**config.mk**
```make
export PLATFORM = sky130hd
export DESIGN_NAME = output_port_tx
export DESIGN_NICKNAME = d
export VERILOG_FILES = /design/src/rtl/noc_params.sv /design/src/rtl/tx_fifo.sv /design/src/rtl/output_port_tx.sv
export SDC_FILE = /design/constraint.sdc
export NUM_CORES = 1
export LEC_CHECK = 0
export BUFFER_PORTS_ARGS = -buffer_cell sky130_fd_sc_hd__buf_2
export CAP_MARGIN = 20
export CELL_PAD_IN_SITES_DETAIL_PLACEMENT = 0
export CELL_PAD_IN_SITES_GLOBAL_PLACEMENT = 1
export CORE_UTILIZATION = 40
export DETAILED_ROUTE_END_ITERATION = 16
export PLACE_DENSITY_LB_ADDON = 0.08
export SYNTH_ARGS = -nofsm -noshare
export SYNTH_HDL_FRONTEND = slang
export SYNTH_SLANG_ARGS = --single-unit
export TNS_END_PERCENT = 50
```
**constraint.sdc**
```tcl
create_clock -name clk -period 4.17 [get_ports clk]
set_input_delay 0.417 -clock clk [delete_from_list [all_inputs] [get_ports clk]]
set_output_delay 0.417 -clock clk [all_outputs]
set_load 0.005 [all_outputs]
```
**src/rtl/noc_params.sv**
```systemverilog
// Shared NoC parameters and types: flit layout, VC count/width and the
// per-VC transmit state used by output_port_tx.
package noc_params;
    localparam int VC_NUM         = 4;
    localparam int VC_SIZE        = $clog2(VC_NUM);
    localparam int FLIT_DATA_SIZE = 16;

    typedef enum logic [1:0] {
        HEAD     = 2'b00,
        BODY     = 2'b01,
        TAIL     = 2'b10,
        HEADTAIL = 2'b11
    } flit_label_t;

    typedef struct packed {
        flit_label_t                flit_label;
        logic [VC_SIZE-1:0]         vc_id;
        logic [FLIT_DATA_SIZE-1:0]  data;
    } flit_t;

    typedef enum logic {
        FREE = 1'b0,
        BUSY = 1'b1
    } tx_vc_state_t;

    // A single-flit packet both opens and closes its VC.
    function automatic logic is_head(input flit_label_t label);
        return (label == HEAD) || (label == HEADTAIL);
    endfunction

    function automatic logic is_tail(input flit_label_t label);
        return (label == TAIL) || (label == HEADTAIL);
    endfunction
endpackage

```
**src/rtl/tx_fifo.sv**
```systemverilog
// Transmit FIFO with first-word-fall-through head; pointers wrap naturally
// because FIFO_DEPTH is a power of two.
module tx_fifo
    import noc_params::*;
#(
    parameter int FIFO_DEPTH = 2
) (
    input  logic  clk,
    input  logic  rst,
    input  logic  push,
    input  logic  pop,
    input  flit_t din,
    output flit_t dout,
    output logic  full,
    output logic  empty
);
    localparam int PTR_W = $clog2(FIFO_DEPTH);
    localparam logic [PTR_W:0] DEPTH_CNT = (PTR_W + 1)'(FIFO_DEPTH);

    flit_t            mem [FIFO_DEPTH];
    logic [PTR_W-1:0] wr_ptr_reg;
    logic [PTR_W-1:0] rd_ptr_reg;
    logic [PTR_W:0]   count_reg;

    always_ff @(posedge clk) begin
        if (push) begin
            mem[wr_ptr_reg] <= din;
        end
    end

    always_ff @(posedge clk or negedge rst) begin
        if (!rst) begin
            wr_ptr_reg <= '0;
            rd_ptr_reg <= '0;
            count_reg  <= '0;
        end else begin
            if (push) wr_ptr_reg <= wr_ptr_reg + PTR_W'(1);
            if (pop)  rd_ptr_reg <= rd_ptr_reg + PTR_W'(1);
            case ({push, pop})
                2'b10:   count_reg <= count_reg + (PTR_W + 1)'(1);
                2'b01:   count_reg <= count_reg - (PTR_W + 1)'(1);
                default: count_reg <= count_reg;
            endcase
        end
    end

    assign dout  = mem[rd_ptr_reg];
    assign full  = (count_reg == DEPTH_CNT);
    assign empty = (count_reg == '0);
endmodule

```
**src/rtl/output_port_tx.sv**
```systemverilog
// Router output port: round-robin downstream VC allocation, transmit FIFO and
// on/off-gated output register. Define OUTPUT_PORT_TX_CHECK_EN for protocol checks.
module output_port_tx
    import noc_params::*;
#(
    parameter int FIFO_DEPTH = 2
) (
    input  logic               clk,
    input  logic               rst,
    input  flit_t              data_i,
    input  logic               valid_i,
    output logic               ready_o,
    input  logic [VC_NUM-1:0]  on_off_i,
    input  logic               alloc_req_i,
    output logic               alloc_valid_o,
    output logic [VC_SIZE-1:0] alloc_vc_o,
    output flit_t              data_o,
    output logic               valid_o,
    output logic [VC_NUM-1:0]  vc_free_o,
    output logic               error_o
);
    logic [VC_SIZE-1:0] rr_ptr_reg, rr_ptr_next;
    logic [VC_SIZE-1:0] search_idx;
    logic               free_found;
    logic               out_valid_reg, out_valid_next;
    flit_t              out_data_reg, out_data_next;
    logic               load_out, accept, tail_sent;
    logic               fifo_push, fifo_pop, fifo_full, fifo_empty;
    flit_t              fifo_dout;

    // Allocation only sees registered VC state, so a VC freed this cycle waits a cycle.
    always_comb begin
        free_found    = 1'b0;
        search_idx    = '0;
        alloc_vc_o    = '0;
        for (int i = 0; i < VC_NUM; i++) begin
            search_idx = rr_ptr_reg + VC_SIZE'(i);
            if (!free_found && vc_free_o[search_idx]) begin
                free_found = 1'b1;
                alloc_vc_o = search_idx;
            end
        end
        alloc_valid_o = alloc_req_i && free_found;
        if (!alloc_valid_o) alloc_vc_o = '0;
        rr_ptr_next = alloc_valid_o ? alloc_vc_o + VC_SIZE'(1) : rr_ptr_reg;
    end

    always_ff @(posedge clk or negedge rst) begin
        if (!rst) rr_ptr_reg <= '0;
        else      rr_ptr_reg <= rr_ptr_next;
    end

    assign tail_sent = valid_o && is_tail(out_data_reg.flit_label);

    for (genvar gi = 0; gi < VC_NUM; gi++) begin : g_vc
        tx_vc_state_t state_reg, state_next;

        always_comb begin
            state_next = state_reg;
            case (state_reg)
                FREE: if (alloc_valid_o && alloc_vc_o == VC_SIZE'(gi)) state_next = BUSY;
                BUSY: if (tail_sent && out_data_reg.vc_id == VC_SIZE'(gi)) state_next = FREE;
            endcase
        end

        always_ff @(posedge clk or negedge rst) begin
            if (!rst) state_reg <= FREE;
            else      state_reg <= state_next;
        end

        assign vc_free_o[gi] = (state_reg == FREE);
    end

    assign valid_o  = out_valid_reg && on_off_i[out_data_reg.vc_id];
    assign data_o   = out_data_reg;
    assign load_out = !out_valid_reg || valid_o;
    assign fifo_pop = load_out && !fifo_empty;
    assign ready_o  = !fifo_full || fifo_pop;
    assign accept   = valid_i && ready_o;
    // With nothing queued ahead, an accepted flit bypasses straight into the output register.
    assign fifo_push = accept && !(load_out && fifo_empty);

    always_comb begin
        out_valid_next = out_valid_reg;
        out_data_next  = out_data_reg;
        if (load_out) begin
            if (!fifo_empty) begin
                out_valid_next = 1'b1;
                out_data_next  = fifo_dout;
            end else if (accept) begin
                out_valid_next = 1'b1;
                out_data_next  = data_i;
            end else begin
                out_valid_next = 1'b0;
                out_data_next  = '0;
            end
        end
    end

    always_ff @(posedge clk or negedge rst) begin
        if (!rst) begin
            out_valid_reg <= 1'b0;
            out_data_reg  <= '0;
        end else begin
            out_valid_reg <= out_valid_next;
            out_data_reg  <= out_data_next;
        end
    end

    tx_fifo #(
        .FIFO_DEPTH (FIFO_DEPTH)
    ) u_tx_fifo (
        .clk   (clk),
        .rst   (rst),
        .push  (fifo_push),
        .pop   (fifo_pop),
        .din   (data_i),
        .dout  (fifo_dout),
        .full  (fifo_full),
        .empty (fifo_empty)
    );

`ifdef OUTPUT_PORT_TX_CHECK_EN
    logic [VC_NUM-1:0] open_reg, open_next;
    logic              error_reg, protocol_err;

    always_comb begin
        open_next    = open_reg;
        protocol_err = 1'b0;
        if (accept) begin
            if (vc_free_o[data_i.vc_id]) protocol_err = 1'b1;
            if (is_head(data_i.flit_label) && open_reg[data_i.vc_id]) protocol_err = 1'b1;
            if (is_head(data_i.flit_label)) open_next[data_i.vc_id] = 1'b1;
            if (is_tail(data_i.flit_label)) open_next[data_i.vc_id] = 1'b0;
        end
    end

    always_ff @(posedge clk or negedge rst) begin
        if (!rst) begin
            open_reg  <= '0;
            error_reg <= 1'b0;
        end else begin
            open_reg  <= open_next;
            error_reg <= error_reg || protocol_err;
        end
    end

    assign error_o = error_reg;
`else
    assign error_o = 1'b0;
`endif
endmodule

```
Yosys cells after proc, flatten, opt, wreduce, memory -nomap -nowiden --
Memories as Yosys holds them, arrays and structs flattened. Index checks and enable logic that the tools add are counted.
Storage, ports and cells: flip-flop bits (word level) 31, latch bits 0, RAM bits 40, memory bits (read-only) 0, input bits 28, output and inout bits 30, logic and storage cells 111, memories 1
Memories:
- u_tx_fifo.mem | words 2, bits a word 20, rd ports 1, clocked after memory_dff 0, write ports 1, RTL line tx_fifo.sv:20 | flit_t mem [FIFO_DEPTH];
Cells by class: add/subtract/negate cells 8, multiply operators 0, div/mod/pow operators 0, order comparisons 5, equal/unequal tests 11, shift operators 0, multiplexer cells 38, bitwise operators 4, reductions and logical operators 32
Operators with widths (count):
- 20-bit two-way mux | 2
- 1-bit two-way mux | 21
- 1-bit logical AND | 18
- 2-bit equality test (second input constant) | 8
- 2-bit by 3-bit < comparator with 1-bit output (second input constant) | 5
- 1-bit binary-select mux with 2-bit select | 5
- 2-bit two-way mux | 5
- 1-bit case mux with 2 select lines | 4
- 1-bit logical NOT | 7
- 2-bit by 1-bit adder with 2-bit output (second input constant) | 3
- 2-bit by 1-bit equality test with 1-bit output (second input constant) | 3
- 2-bit logical NOT | 3
- 2-bit adder (second input constant) | 2
- 1-bit inverter | 4
- 2-bit case mux with 2 select lines | 1
- 1-bit logical OR | 3
- 1-bit adder (second input constant) | 2
- 2-bit nonzero test | 1
- 2-bit by 1-bit subtractor with 2-bit output (second input constant) | 1

Depth between registers and ports, before layout --
word-level depth 19, gate-level depth with buffers 9, gate-level depth less buffers 7

By module --
A second synthesis with hierarchy kept.
Second synthesis, totals: cells, all modules 216, area, all modules 3306.9 um^2
By module, submodules not included:
- output_port_tx | times used 1, cells each 138, area each 1679.1 um^2, seq. area each 675.6 um^2
- tx_fifo | times used 1, cells each 78, area each 1627.8 um^2, seq. area each 1301.2 um^2

Worst setup path before layout --
OpenSTA, ideal clock, no wires.
path type flip-flop to flip-flop, start point register out_data_reg (netlist bit data_o[17]), end point memory u_tx_fifo.mem[1][0] (netlist name) (enable), library setup time 0.397 ns, arrival time 2.119 ns, path slack 1.654 ns, stages on the path, launching flop included 6, path buffers 1, clock period less this slack 2.516 ns, cells stage by stage dfrtp_1 -> buf_6 -> mux2_4 -> o221ai_1 -> nand4b_2 -> nor2_1
Between the ends: word-level cells in the longest chain between the ends 10, elaborated cells between the ends (all ways) 12, those cells by class 4 x mux; 8 x reduce/logical
Ends and longest elaborated chain:
- start, declared | RTL line output_port_tx.sv:26 | flit_t out_data_reg, out_data_next;
- start signal, assigned | RTL line output_port_tx.sv:106 | out_data_reg <= out_data_next;
- 1-bit binary-select mux with 2-bit select (*) | RTL line output_port_tx.sv:74 | assign valid_o = out_valid_reg && on_off_i[out_data_reg.vc_id];
- 1-bit two-way mux (implied by the code) (*) | RTL line output_port_tx.sv:74
- 1-bit logical AND (*) | RTL line output_port_tx.sv:74
- 1-bit logical OR (*) | RTL line output_port_tx.sv:76 | assign load_out = !out_valid_reg || valid_o;
- 1-bit logical AND | RTL line output_port_tx.sv:77 | assign fifo_pop = load_out && !fifo_empty;
- 1-bit logical OR | RTL line output_port_tx.sv:78 | assign ready_o = !fifo_full || fifo_pop;
- 1-bit logical AND | RTL line output_port_tx.sv:79 | assign accept = valid_i && ready_o;
- 1-bit logical AND (*) | RTL line output_port_tx.sv:81 | assign fifo_push = accept && !(load_out && fifo_empty);
- 1-bit two-way mux (*) | RTL line tx_fifo.sv:26 | if (push) begin
- 1-bit two-way mux (implied by the code) (*) | RTL line tx_fifo.sv:27 | mem[wr_ptr_reg] <= din;
- end, declared | RTL line tx_fifo.sv:20
Every way passes the cells marked *; elsewhere a longest branch is shown, timed or not. The select of a mux whose other input is x is not followed.

Final worst setup path --
start point register out_data_reg (netlist bit data_o[17]), end point register u_tx_fifo.count_reg[1]
Between the ends: word-level cells in the longest chain between the ends 10, elaborated cells between the ends (all ways) 14, those cells by class 2 x eq/ne; 3 x mux; 9 x reduce/logical
Ends and longest elaborated chain:
- 1-bit binary-select mux with 2-bit select (*) | RTL line output_port_tx.sv:74
- 1-bit two-way mux (implied by the code) (*) | RTL line output_port_tx.sv:74
- 1-bit logical AND (*) | RTL line output_port_tx.sv:74
- 1-bit logical OR (*) | RTL line output_port_tx.sv:76
- 1-bit logical AND (*) | RTL line output_port_tx.sv:77
- named net fifo_pop | RTL line output_port_tx.sv:28 | logic fifo_push, fifo_pop, fifo_full, fifo_empty;
- 1-bit logical OR | RTL line output_port_tx.sv:78
- 1-bit logical AND | RTL line output_port_tx.sv:79
- 1-bit logical AND | RTL line output_port_tx.sv:81
- 2-bit by 1-bit equality test with 1-bit output or 2-bit equality test (tied branches) | RTL line tx_fifo.sv:39 | case ({push, pop})
- 2-bit case mux with 2 select lines or 2-bit nonzero test (tied branches)
- end signal, assigned | RTL line tx_fifo.sv:40 | 2'b10: count_reg <= count_reg + (PTR_W + 1)'(1);
- end signal, assigned | RTL line tx_fifo.sv:41 | 2'b01: count_reg <= count_reg - (PTR_W + 1)'(1);
- end signal, assigned | RTL line tx_fifo.sv:42 | default: count_reg <= count_reg;
- end, declared | RTL line tx_fifo.sv:23 | logic [PTR_W:0] count_reg;
The timed path passes the listed nets; every way through them passes the cells marked *. The select of a mux whose other input is x is not followed. A chain may end at the register's enable or synchronous reset.

==> out/metrics.cfg <==
[clock_network]
hold_buffers = 0
max-clock-path-buffers = 2
insertion_delay_ns = 0.35
clkSlewWorstSetupHoldPaths_ns = 0.07
cts_made_buffers = 9
cts-resized-gates = 0
sink_count_of_the_clock_tree = 71
post_cts_buffers = 0
cts_htree_levels = 3
cell_chosen_for_the_clock_root = sky130_fd_sc_hd__clkbuf_8
cts_tree = yes

[timing]
timing.slew.headroom_pct = 46.3
period_share_pct = 57.7
setup_repair_after_global_routing_missed_its_margin = no
setup_viol = 0
min_period_ns = 2.41
timing.setup.tns_ns = 0
slew_violations = 0
clock.fmax_ghz = 0.416
finalHoldViolCount = 0
worst_hold_slack_ns = 0.153
max_slew.worst_pin.slew_ns = 0.805
fin_skew_ns = 0.00645

[detailed_routing]
detail_route.iter0.violations = 100
avgRoutedWirePerCell_um = 15.1
drt-vias-per-instance = 5.06
drt_wl_total_um = 6340
drt_pass1_iterations = 4
via_count = 2127
route.antenna.remaining_nets = 0
post_route_drc = 0

[worst_setup_path]
cp_data_required_time_ns = 4.44
timing.critical_path.arrival_ns = 2.67
cp_max_fo = 36
regToRegSetupSlack_ns = 1.76
setup.worst_path.class = reg -> reg
setup.worst_path.start_class = register
timing.critical_path.to_type = register

[final_layout]
largest_register_ffs = 40
finish.net_count = 349
area_growth_syn_to_layout_pct = 20.0
share_of_cells_above_drive_strength_1_pct = 26.5
diode_insertion_count_for_antenna_repair = 0
final_cell_utilization_of_the_core_pct = 50.9

[global_route]
grt_overflow_total = 0
maximum_number_of_pins_on_one_net_before_global_route_repair = 42
track_usage_pct = 17.0
grt_pass1_wl_um = 10700
grt_pass1_vias = 2134
number_of_antenna_violations_at_the_first_check_in_global_routing = 0

[placement]
place_congestion = 0.788
post-dp-hpwl_um = 4050
io_buffers = 56

[floorplanning]
coreArea_sq_um = 7410
fp.dieW_um = 90.6
initial_core_util_pct = 42.4
row_count = 31
floorplan.io_pins = 58
die_h_um = 90.6
dieArea_sq_um = 8210

[job]
max-cap-violations = 0

[synthesis]
synth.lib_cells_used.distinct = 38
yosysWarnings = 0
synthesized_flop_and_latch_total = 71
seq_area_frac_synth_pct = 62.9
syn_inst = 259
avgSynthCellArea_sq_um = 12.1
synth.cell_area_sq_um = 3140
postSynthNetCount = 292

[min_path]
hold_path_class = in -> async

[run_status]
status = finished, final reports clean

[power]
vdd_drop_max_mv = 0.307
total_leakage_power_nw = 1.61
pwrdens_nw_per_um2 = 787

critical path: stages (launching register included):
cell	delay, ns
sky130_fd_sc_hd__dfrtp_1	0.52
sky130_fd_sc_hd__mux2_4	0.37
sky130_fd_sc_hd__o22ai_2	0.30
sky130_fd_sc_hd__buf_4	0.40
sky130_fd_sc_hd__nor2_1	0.13
sky130_fd_sc_hd__ha_1	0.32
sky130_fd_sc_hd__nor2_1	0.13
sky130_fd_sc_hd__xor2_1	0.16
cell usage in the layout (no fill, tap or decap), drive strengths merged, types with 9 or more instances in the layout:
master   n
dfrtp   31
inv      9
edfxtp  40
a31oi   22
buf     61
o21ai   23
mux2i   21
nand2   25
nor2    28
clkbuf   9
path summary, 6_finish.rpt:
path | startpoint | to | cells past startpoint
setup / recovery | data_o[17] | u_tx_fifo.count_reg[1] | 7
max in group asynchronous | rst | u_tx_fifo.count_reg[1] | 1
setup reg to reg | data_o[17] | u_tx_fifo.count_reg[1] | 7
hold reg to reg | data_o[11] | data_o[11] | 2
hold / removal | rst | rr_ptr_reg[1] | 1
min in group clk | data_i[15] | u_tx_fifo.mem[0][15] | 1
per-layer routing:
layer  up-vias  GRT usage (%)  routed length, um
met5         -              0                  0
met4         0           8.06                116
met3        12           3.70                228
met2        42           27.0               2950
met1      1022           22.1               3050
li1       1051              -                  -
kinds of logic (layout without fill, tap and decap cells):
logic type	Yosys count	after routing	share of synthesized area [%]
AO/OA/AOI/OAI	62	62	12.6
AND/OR/NAND/NOR	68	68	9.56
buffers and inverters	23	85	3.42
XOR/XNOR	5	5	1.39
adder cells (fa/ha/maj)	5	5	1.99
multiplexers	24	24	8.00
other	1	1	0.119
flip-flops	71	71	62.9
synth_stat cells:
| cell | number | area share, % |
|---|---|---|
| sky130_fd_sc_hd__and2_1 | 1 | 0.20 |
| sky130_fd_sc_hd__a31oi_1 | 22 | 4.4 |
| sky130_fd_sc_hd__o22ai_1 | 1 | 0.20 |
| sky130_fd_sc_hd__mux2i_1 | 21 | 6.7 |
| sky130_fd_sc_hd__o22ai_2 | 1 | 0.40 |
| sky130_fd_sc_hd__clkbuf_1 | 7 | 0.84 |
| sky130_fd_sc_hd__nand2_1 | 25 | 3.0 |
| sky130_fd_sc_hd__a21o_1 | 1 | 0.24 |
| sky130_fd_sc_hd__o221ai_1 | 1 | 0.28 |
| sky130_fd_sc_hd__a21boi_0 | 1 | 0.24 |
| sky130_fd_sc_hd__mux2_4 | 2 | 0.96 |
| sky130_fd_sc_hd__edfxtp_1 | 40 | 38 |
| sky130_fd_sc_hd__o21ai_0 | 15 | 2.4 |
| sky130_fd_sc_hd__or3_1 | 2 | 0.40 |
| sky130_fd_sc_hd__dfrtp_1 | 31 | 25 |
| sky130_fd_sc_hd__a211oi_1 | 2 | 0.48 |
| sky130_fd_sc_hd__buf_6 | 1 | 0.36 |
| sky130_fd_sc_hd__mux2_1 | 1 | 0.36 |
| sky130_fd_sc_hd__xnor2_1 | 3 | 0.84 |
| sky130_fd_sc_hd__conb_1 | 1 | 0.12 |
| sky130_fd_sc_hd__xor2_1 | 2 | 0.56 |
| sky130_fd_sc_hd__a41oi_1 | 2 | 0.56 |
| sky130_fd_sc_hd__o41ai_4 | 1 | 0.88 |
| sky130_fd_sc_hd__a21oi_1 | 6 | 0.96 |
| sky130_fd_sc_hd__nand4b_2 | 1 | 0.48 |
| sky130_fd_sc_hd__nor2_1 | 28 | 3.3 |
| sky130_fd_sc_hd__inv_2 | 1 | 0.12 |
| sky130_fd_sc_hd__inv_1 | 7 | 0.84 |
| sky130_fd_sc_hd__or4_1 | 1 | 0.24 |
| sky130_fd_sc_hd__o211a_1 | 1 | 0.32 |
| sky130_fd_sc_hd__nand2b_1 | 6 | 1.2 |
| sky130_fd_sc_hd__buf_4 | 2 | 0.48 |
| sky130_fd_sc_hd__nor3b_1 | 1 | 0.24 |
| sky130_fd_sc_hd__buf_2 | 4 | 0.64 |
| sky130_fd_sc_hd__clkbuf_2 | 1 | 0.16 |
| sky130_fd_sc_hd__nor3_1 | 3 | 0.48 |
| sky130_fd_sc_hd__ha_1 | 5 | 2.0 |
| sky130_fd_sc_hd__o21ai_1 | 8 | 1.3 |
where the power goes:
group / switching, W / internal (W) / total [W] / leakage, nW
Combinational: 0.000659 / 0.000515 / 0.00117 / 0.760
Sequential: 0.000168 / 0.00102 / 0.00119 / 0.743
Clock: 0.000265 / 0.000337 / 0.000603 / 0.103
Total: 0.00109 / 0.00187 / 0.00297 / 1.61
metrics by stage:
stage / cell area (sq um) / worst slack (ns) / std cells / total power [W]
after floorplan: 3140 / 1.65 / 259 / 0.00199
after global placement: 3500 / 1.57 / 401 / 0.00233
after detailed placement: 3520 / 1.50 / 402 / 0.00237
after CTS: 3740 / 1.48 / 418 / 0.00299
after global routing: 3770 / 1.54 / 420 / 0.00322
final: 3770 / 1.76 / 420 / 0.00297
area by class of cell:
class	instances	area, sq um
sequential	71	1980
tap	99	124
fill	707	3640
inverter	8	30.0
clock buffer	9	124
clock inverter	7	96.3
multi-input combinational	165	1070
timing repair buffer	61	349
Note: power is estimated with default switching activity, not from simulation.
